**config.mk**
```make
export PLATFORM = sky130hd
export DESIGN_NAME = esm_issue_scheduler
export DESIGN_NICKNAME = d
export VERILOG_FILES = /design/src/rtl/esm_issue_scheduler.sv
export SDC_FILE = /design/constraint.sdc
export NUM_CORES = 2
export LEC_CHECK = 0
export CAP_MARGIN = 20
export CORE_MARGIN = 2
export CORE_UTILIZATION = 58
export DETAILED_ROUTE_END_ITERATION = 16
export GPL_TIMING_DRIVEN = 0
export PLACE_DENSITY_LB_ADDON = 0.15
export SLEW_MARGIN = 5
export SYNTH_ARGS = -nofsm -noshare
export SYNTH_HDL_FRONTEND = slang
export SYNTH_SLANG_ARGS = --single-unit
export TNS_END_PERCENT = 30
```
**constraint.sdc**
```tcl
create_clock -name clk -period 16.2 [get_ports clk]
set_input_delay 1.62 -clock clk [delete_from_list [all_inputs] [get_ports clk]]
set_output_delay 1.62 -clock clk [all_outputs]
set_load 0.03 [all_outputs]
```
**src/rtl/esm_issue_scheduler.sv**
```systemverilog
// esm_issue_scheduler: dependency-tracking issue buffer with registered issue port.
// Optional macro ESM_SCHED_AGE_EN selects oldest-first issue; default is round-robin.
module esm_issue_scheduler #(
    parameter int IW = 32,
    parameter int BS = 16,
    localparam int IB = $clog2(BS)
) (
    input  logic          clk,
    input  logic          rst,
    input  logic          in_valid,
    output logic          in_ready,
    input  logic [IW-1:0] in_instr,
    input  logic [BS-1:0] in_dep,
    output logic [IB-1:0] alloc_index,
    output logic          issue_valid,
    input  logic          issue_ready,
    output logic [IB-1:0] issue_index,
    output logic [IW-1:0] issue_instr,
    input  logic          complete_valid,
    input  logic [IB-1:0] complete_index,
    output logic [IB:0]   occupancy,
    output logic          full,
    output logic          empty
);

    typedef enum logic [1:0] {
        ST_FREE   = 2'd0,
        ST_WAIT   = 2'd1,
        ST_ISSUED = 2'd2
    } ent_st_t;

    ent_st_t       state_q [BS];
    logic [BS-1:0] dep_q   [BS];
    logic [IW-1:0] instr_q [BS];

    logic [BS-1:0] free_vec;
    logic [BS-1:0] ready_vec;
    logic [BS-1:0] cand;
    logic [IB:0]   busy_cnt;
    logic [IB-1:0] alloc_idx;
    logic [BS-1:0] own_oh;
    logic [BS-1:0] cmp_oh;
    logic [BS-1:0] dep_new;
    logic          alloc_go;
    logic          cmp_ok;
    logic          hand;
    logic          sel_found;
    logic [IB-1:0] sel_idx;

    // Per-entry status vectors, occupancy count and lowest-free allocation slot.
    always_comb begin
        free_vec  = '0;
        ready_vec = '0;
        busy_cnt  = '0;
        alloc_idx = '0;
        for (int i = 0; i < BS; i++) begin
            free_vec[i]  = (state_q[i] == ST_FREE);
            ready_vec[i] = (state_q[i] == ST_WAIT) && (dep_q[i] == '0);
            if (state_q[i] != ST_FREE) begin
                busy_cnt = busy_cnt + (IB+1)'(1);
            end
        end
        for (int i = BS - 1; i >= 0; i--) begin
            if (free_vec[i]) begin
                alloc_idx = IB'(i);
            end
        end
    end

    assign full        = (busy_cnt == (IB+1)'(BS));
    assign empty       = (busy_cnt == '0);
    assign occupancy   = busy_cnt;
    assign in_ready    = !full;
    assign alloc_index = alloc_idx;

    assign alloc_go = in_valid && in_ready;
    assign cmp_ok   = complete_valid && (state_q[complete_index] == ST_ISSUED);
    assign hand     = issue_valid && issue_ready;

    // Dependency row for the newly allocated entry, pruned of stale producers.
    always_comb begin
        own_oh = '0;
        cmp_oh = '0;
        own_oh[alloc_idx] = 1'b1;
        if (cmp_ok) begin
            cmp_oh[complete_index] = 1'b1;
        end
        dep_new = in_dep & ~free_vec & ~own_oh & ~cmp_oh;
    end

    // Ready entries, minus the one currently presented on the issue port.
    always_comb begin
        cand = ready_vec;
        if (issue_valid) begin
            cand[issue_index] = 1'b0;
        end
    end

`ifdef ESM_SCHED_AGE_EN
    // age_q[j][i] set means entry j was allocated before entry i.
    logic [BS-1:0] age_q [BS];

    // Record relative age of each new entry against all live entries.
    always_ff @(posedge clk or posedge rst) begin
        if (rst) begin
            for (int i = 0; i < BS; i++) begin
                age_q[i] <= '0;
            end
        end else if (alloc_go) begin
            age_q[alloc_idx] <= '0;
            for (int j = 0; j < BS; j++) begin
                age_q[j][alloc_idx] <= !free_vec[j];
            end
        end
    end

    // Oldest-first pick: the candidate with no older candidate.
    always_comb begin
        logic older;
        sel_found = 1'b0;
        sel_idx   = '0;
        older     = 1'b0;
        for (int i = 0; i < BS; i++) begin
            older = 1'b0;
            for (int j = 0; j < BS; j++) begin
                if (cand[j] && age_q[j][i]) begin
                    older = 1'b1;
                end
            end
            if (!sel_found && cand[i] && !older) begin
                sel_found = 1'b1;
                sel_idx   = IB'(i);
            end
        end
    end
`else
    logic [IB-1:0] rr_ptr;

    // Round-robin pick starting just after the last selected entry.
    always_comb begin
        logic [IB-1:0] idx;
        sel_found = 1'b0;
        sel_idx   = '0;
        idx       = '0;
        for (int k = 1; k <= BS; k++) begin
            idx = rr_ptr + IB'(k);
            if (!sel_found && cand[idx]) begin
                sel_found = 1'b1;
                sel_idx   = idx;
            end
        end
    end

    // Remember the last entry loaded onto the issue port.
    always_ff @(posedge clk or posedge rst) begin
        if (rst) begin
            rr_ptr <= IB'(BS - 1);
        end else if ((!issue_valid || issue_ready) && sel_found) begin
            rr_ptr <= sel_idx;
        end
    end
`endif

    // Entry lifecycle and dependency matrix updates.
    always_ff @(posedge clk or posedge rst) begin
        if (rst) begin
            for (int i = 0; i < BS; i++) begin
                state_q[i] <= ST_FREE;
                dep_q[i]   <= '0;
            end
        end else begin
            if (cmp_ok) begin
                for (int i = 0; i < BS; i++) begin
                    dep_q[i][complete_index] <= 1'b0;
                end
                state_q[complete_index] <= ST_FREE;
            end
            if (hand) begin
                state_q[issue_index] <= ST_ISSUED;
            end
            if (alloc_go) begin
                state_q[alloc_idx] <= ST_WAIT;
                dep_q[alloc_idx]   <= dep_new;
            end
        end
    end

    // Instruction storage needs no reset; it is only read for WAIT entries.
    always_ff @(posedge clk) begin
        if (alloc_go) begin
            instr_q[alloc_idx] <= in_instr;
        end
    end

    // Registered issue port: load a new pick whenever the slot is empty or drained.
    always_ff @(posedge clk or posedge rst) begin
        if (rst) begin
            issue_valid <= 1'b0;
            issue_index <= '0;
            issue_instr <= '0;
        end else if (!issue_valid || issue_ready) begin
            issue_valid <= sel_found;
            if (sel_found) begin
                issue_index <= sel_idx;
                issue_instr <= instr_q[sel_idx];
            end
        end
    end

endmodule

```
==> Word-level counts from Yosys, hierarchy flattened <==
Memories as Yosys holds them, arrays and structs flattened. A register that Yosys moved wholly into a read port is not among the register bits.
Index checks and enable logic that the tools add are counted.
{ "op_classes": {"bitwise_logic": 36, "n_mux": 123, "magnitude_cmp": 28, "n_reduce_logical": 109, "eq_ne": 18, "addsub": 30} }
{ "ops": {"columns": ["cell", "n"], "rows": [
  ["256-bit two-way mux", 2],
  ["16-bit bitwise AND", 22],
  ["256-bit bitwise mux", 1],
  ["16-bit logical NOT", 16],
  ["4-bit two-way mux", 32],
  ["16-bit NOT", 7],
  ["32-bit two-way mux", 3],
  ["4-bit by 5-bit less-than comparator with 1-bit output, second input constant", 19],
  ["5-bit by 1-bit adder with 5-bit output, second input constant", 15],
  ["5-bit two-way mux", 15],
  ["1-bit binary-select mux with 4-bit select", 16],
  ["16-bit demux with 4-bit select", 1],
  ["16-bit two-way mux", 3],
  ["1-bit logical AND", 41],
  ["1-bit two-way mux", 38],
  ["4-bit adder, second input constant", 8],
  ["32-bit bitwise AND", 1],
  ["2-bit by 1-bit equality test with 1-bit output, second input constant", 16],
  ["2-bit logical NOT", 16],
  ["32-bit NOT", 1],
  ["16-bit OR", 2],
  ["2-bit nonzero test", 16],
  ["2-bit demux with 4-bit select", 3],
  ["1-bit logical NOT", 17],
  ["other kinds (15)", 33]
]} }
{ "word_totals": {"inputBits": 57, "mem_bits_rw": 512, "regBits": 297, "mem_count": 1, "word_cells": 380} }
{ "memory_table": {"columns": ["memory", "words", "width", "rd", "rd_ports_with_merged_regs", "write_ports", "line_no", "source"], "rows": [
  ["instr_q", 16, 32, 1, 1, 1, "34", "logic [IW-1:0] instr_q [BS];"]
]} }

==> Depth between registers and ports, before layout <==
{ "depth": {"word_depth": 56, "ltp_mapped": 58, "ltp_nobuf": 56} }

==> Worst setup path before layout <==
OpenSTA, ideal clock, no wires.
{ "synth_timing": {"kind": "reg-to-output", "from": "register state_q[31] in the netlist's numbering", "to": "output empty", "arrival_time_ns": 9.443, "stages_incl_launch_ff": 52, "setup_slack_ns": 5.137, "path_cell_list": "dfrtp_1 > nor2_1 > ha_1 > o21ba_2 > or2_2 > ha_1 > nand2_1 > nand2_1 > ha_1 > o21bai_1 > o31ai_1 > nor2_1 > ha_1 > and2_1 > or2_2 > ha_1 > o21ai_0 > nand2_1 > [... 16 more ...] > ha_1 > a21oi_1 > o31ai_1 > ha_1 > nand2_1 > a21boi_0 > inv_1 > ha_1 > nand2_1 > o21ai_0 > ha_1 > mux2_2 > ha_1 > nand2_1 > xor2_1 > xnor2_1 > nor4_2 > nor2b_1"} }
{ "synth_via": {"elab_chain_len": 33} }
{ "synth_rtl": {"columns": ["item", "line_no", "source"], "rows": [
  ["start, declared", "32", "ent_st_t state_q [BS];"],
  ["start signal, assigned by index", "168", "state_q[i] <= ST_FREE;"],
  ["start signal, assigned by index", "176", "state_q[complete_index] <= ST_FREE;"],
  ["start signal, assigned by index", "179", "state_q[issue_index] <= ST_ISSUED;"],
  ["2-bit nonzero test *", "59", "if (state_q[i] != ST_FREE) begin"],
  ["1-bit two-way mux *", "59", null],
  ["5-bit by 1-bit adder with 5-bit output", "60", "busy_cnt = busy_cnt + (IB+1)'(1);"],
  ["5-bit two-way mux *", "59", null],
  ["5-bit by 1-bit adder with 5-bit output", "60", null],
  ["5-bit two-way mux *", "59", null],
  ["5-bit by 1-bit adder with 5-bit output", "60", null],
  ["5-bit two-way mux *", "59", null],
  ["[... 18 more ...]", null, null],
  ["5-bit by 1-bit adder with 5-bit output", "60", null],
  ["5-bit two-way mux *", "59", null],
  ["5-bit by 1-bit adder with 5-bit output", "60", null],
  ["5-bit two-way mux *", "59", null],
  ["5-bit by 1-bit adder with 5-bit output", "60", null],
  ["5-bit two-way mux *", "59", null],
  ["via occupancy[2]", "21", "output logic [IB:0] occupancy,"],
  ["5-bit logical NOT *", "71", "assign empty = (busy_cnt == '0);"],
  ["end, declared", "23", "output logic empty"]
]} }
Mark *: on every way through the listed nets, which the timed path passes. The rest lies on a longest branch.

==> Worst setup path in the final report <==
{ "layout_timing": {"from": "register state_q[28] in the netlist's numbering", "to": "output full"} }
{ "layout_via": {"elab_chain_len": 31} }
{ "layout_rtl": {"columns": ["item", "line_no", "source"], "rows": [
  ["2-bit nonzero test *", "59", null],
  ["5-bit two-way mux *", "59", null],
  ["5-bit by 1-bit adder with 5-bit output", "60", null],
  ["5-bit two-way mux *", "59", null],
  ["5-bit by 1-bit adder with 5-bit output", "60", null],
  ["5-bit two-way mux *", "59", null],
  ["5-bit by 1-bit adder with 5-bit output", "60", null],
  ["5-bit two-way mux *", "59", null],
  ["[... 15 more ...]", null, null],
  ["5-bit two-way mux *", "59", null],
  ["5-bit by 1-bit adder with 5-bit output", "60", null],
  ["5-bit two-way mux *", "59", null],
  ["5-bit by 1-bit adder with 5-bit output", "60", null],
  ["5-bit two-way mux *", "59", null],
  ["5-bit by 1-bit adder with 5-bit output", "60", null],
  ["5-bit two-way mux *", "59", null],
  ["5-bit equality test *", "70", "assign full = (busy_cnt == (IB+1)'(BS));"],
  ["end, declared", "22", "output logic full,"]
]} }
Every way passes the cells marked *; elsewhere a longest branch is shown, timed or not.

==> impl_metrics.toml <==
[die]
rows = 93
die_h_microns = 259.3
fp.coreArea_sq_um = 64460
die-area_sq_um = 67260
initial_core_util_pct = 58.66
chipWidth_microns = 259.3
ios = 106

[routing]
wl_per_cell_microns = 29.85
drt_pass1_iterations = 6
drt-initial-drc-count = 3751
vias = 28220
wirelength_microns = 123500
drc_errors = 0
ant_nets = 0
viasPerCell = 6.818

[layout]
n_antenna_cell = 0
syn2layout_area_growth_pct = 14.52
final_common_cell = "edfxtp_1"
fill_cells = 4699
fin_util_pct = 67.18
regArea_sq_um = 23610
layout_common_cells = "edfxtp_1, dfrtp_1, mux2i_1"
multi_input_comb_area_sq_um = 13070
nNetsFinal = 3293
drive_above_1_share_pct = 11.63

[yosys]
synthAdderAreaFrac_pct = 0.6948
synthMuxAreaShare_pct = 8.996
synthSimpleGateAreaFrac_pct = 11.78
synth_top_family_by_area = "simple AND/OR/NAND/NOR gates"
synth_xor_area_share_pct = 1.565
synth_compound_area_share_pct = 11.45
avgSynthCellArea_sq_um = 12.59
syn-cell-area_sq_um = 37820
syn_nets = 3081
synth_top_area_share_pct = 40.66
ys_seq_area_share_pct = 62.44
yosys_warnings = 0
ys_ff_latch = 841
synth-edff-count = 512
yosys-top-cells-area = "edfxtp_1, dfrtp_1, mux2i_1"
synthCells = 3003
synth_top_area_cell = "edfxtp_1"
async_flop_share_pct = 39.12
synth_ff_type = "edfxtp_1"
yosysUniqueCellTypes = 105

[clock_tree]
hold_buffers = 0
cts.sinks = 841
post-cts-setup-buffer-count = 0
clock-root-buffer = "clkbuf_16"
ctsResizeCount = 0
clkSlewWorstSetupHoldPaths_ps = 60
cts.htree.levels = 3
cts_buffers = 83
cts_tree = "built"
clock_latency_ps = 670
clock_path_buffers = 3

[sta]
hold_viol_final = 0
post-route-min-period_ps = 13660
finalClockSkew_ps = 49.75
fmax_mhz = 73.19
final.period_utilization_pct = 84.34
maxSlewHeadroom_pct = 13.11
worst_slew_pin_slew_ps = 1303
drv_slew = 0
rsz0062_at_grt = "false"
setup_viol = 0
fin_tns_setup_ps = 0

[global_route]
grt_pass1_vias = 27760
grt_max_degree = 113
antenna_found_initial = 2
grt_usage_pct = 36.77
grt_pass1_wl_microns = 180400
gr-total-overflow = 0

[min_path]
worstHoldPathType = "reg2reg"

[setup_path]
crit_buf_inv = 6
cp_max_fo = 10
cpLargestDelayFamily = "adder cells"
critical_path_arrival_ps = 12040
r2r_slack_ps = 3800
critPathMostFrequentCell = "ha_1"
setup.worst_path.end_class = "primary output"
cp.required_ps = 14580
cpMaxStageDelayCell = "clkdlybuf4s50_1"
worstSetupPathType = "reg2out"
max_stage_delay_ps = 660
crit_path_start_kind = "register"

[run_status]
status = "complete, no violations"

[flow_run]
drv_cap = 0

[placement]
gp_congestion = 0.9507
dp_hpwl_microns = 82800
io_buffers = 103
-- logic make-up (layout without fill, tap and decap cells) --
kind of cell,count (synthesis),count (layout)
xor gates and xnor gates,55,55
muxes,329,329
buffers and inverters,243,524
adders and majority gates,21,21
DFF,841,841
AOI/OAI and AO/OA,642,642
and+or+nand+nor,872,872
-- synthesized netlist by cell type, types with 12 or more instances --
cell type and count:
edfxtp_1 512, a221o_1 33, nor2_1 140, nor4_1 63
o31ai_1 12, clkbuf_1 87, o211ai_1 31, dfrtp_1 325
buf_4 19, o22ai_1 30, inv_1 45, or2_2 16
and3_1 21, xor2_1 15, mux2_2 37, mux2i_1 287
a221oi_1 19, nand4_1 26, nor2b_1 12, nor4b_1 19
buf_2 63, buf_6 12, a21oi_1 60, xnor2_1 33
a222oi_1 20, nor3_1 66, nand3_1 280, ha_1 21
nand2_1 160, o21ai_0 261, a22o_1 50
-- tightest hold or removal path: stages, from the launching register on --
cell and delay [ps]:
dfrtp_1 340, nand3_1 60, o21ai_0 60
-- layer usage --
layer / share of wire, % / track usage (%) / up-vias / wire length (microns)
met3: 9.9 / 7.420 / 377 / 12250
met4: 5.4 / 18.81 / 0 / 6726
met2: 45 / 56.42 / 1799 / 55880
met1: 39 / 50.16 / 14100 / 48680
li1: - / - / 11950 / -
met5: 0 / 0 / - / 0
-- metrics by stage --
stage | instances | area, sq um | setup WS [ps] | hold slack [ps]
final | 4139 | 43310 | 2537 | 501.2
after global routing | 4139 | 43310 | 1723 | 524.7
after CTS | 4136 | 43250 | 2609 | 504.3
after detailed placement | 3982 | 40320 | 3311 | 491.0
after global placement | 3961 | 39920 | 1790 | 481.2
after floorplan | 3003 | 37820 | 5137 | 469.2
-- state kept, by name, summed over array words and instances, names as in the netlist --
register	cells
instr_q	512
rr_ptr	4
state_q	32
dep_q	256
issue_index	4
issue_valid	1
issue_instr	32
-- final timing paths --
kind	from	to	cells past startpoint
setup / recovery	state_q[28]$_DFF_PP0_	full	53
hold / removal	dep_q[133]$_DFF_PP0_	dep_q[133]$_DFF_PP0_	2
setup reg to reg	state_q[28]$_DFF_PP0_	instr_q[14][16]$_DFFE_PP_	55
hold reg to reg	dep_q[133]$_DFF_PP0_	dep_q[133]$_DFF_PP0_	2
max in group asynchronous	rst	dep_q[111]$_DFF_PP0_	4
min in group asynchronous	rst	issue_instr[15]$_DFFE_PP0P_	2
-- cell type report --
class | count | area share [%]
multi-input cells | 1919 | 30.17
repair buffers | 127 | 3.380
clock buffers | 121 | 5.640
inverters | 52 | 0.4681
flip-flops and latches | 841 | 54.53
well taps | 855 | 2.470
clock inverters | 33 | 1.115
plain buffers | 191 | 2.231
Power is left out: the tool's default activity adds up to more than one toggle a clock period on the data nets, which glitch-free logic cannot reach.
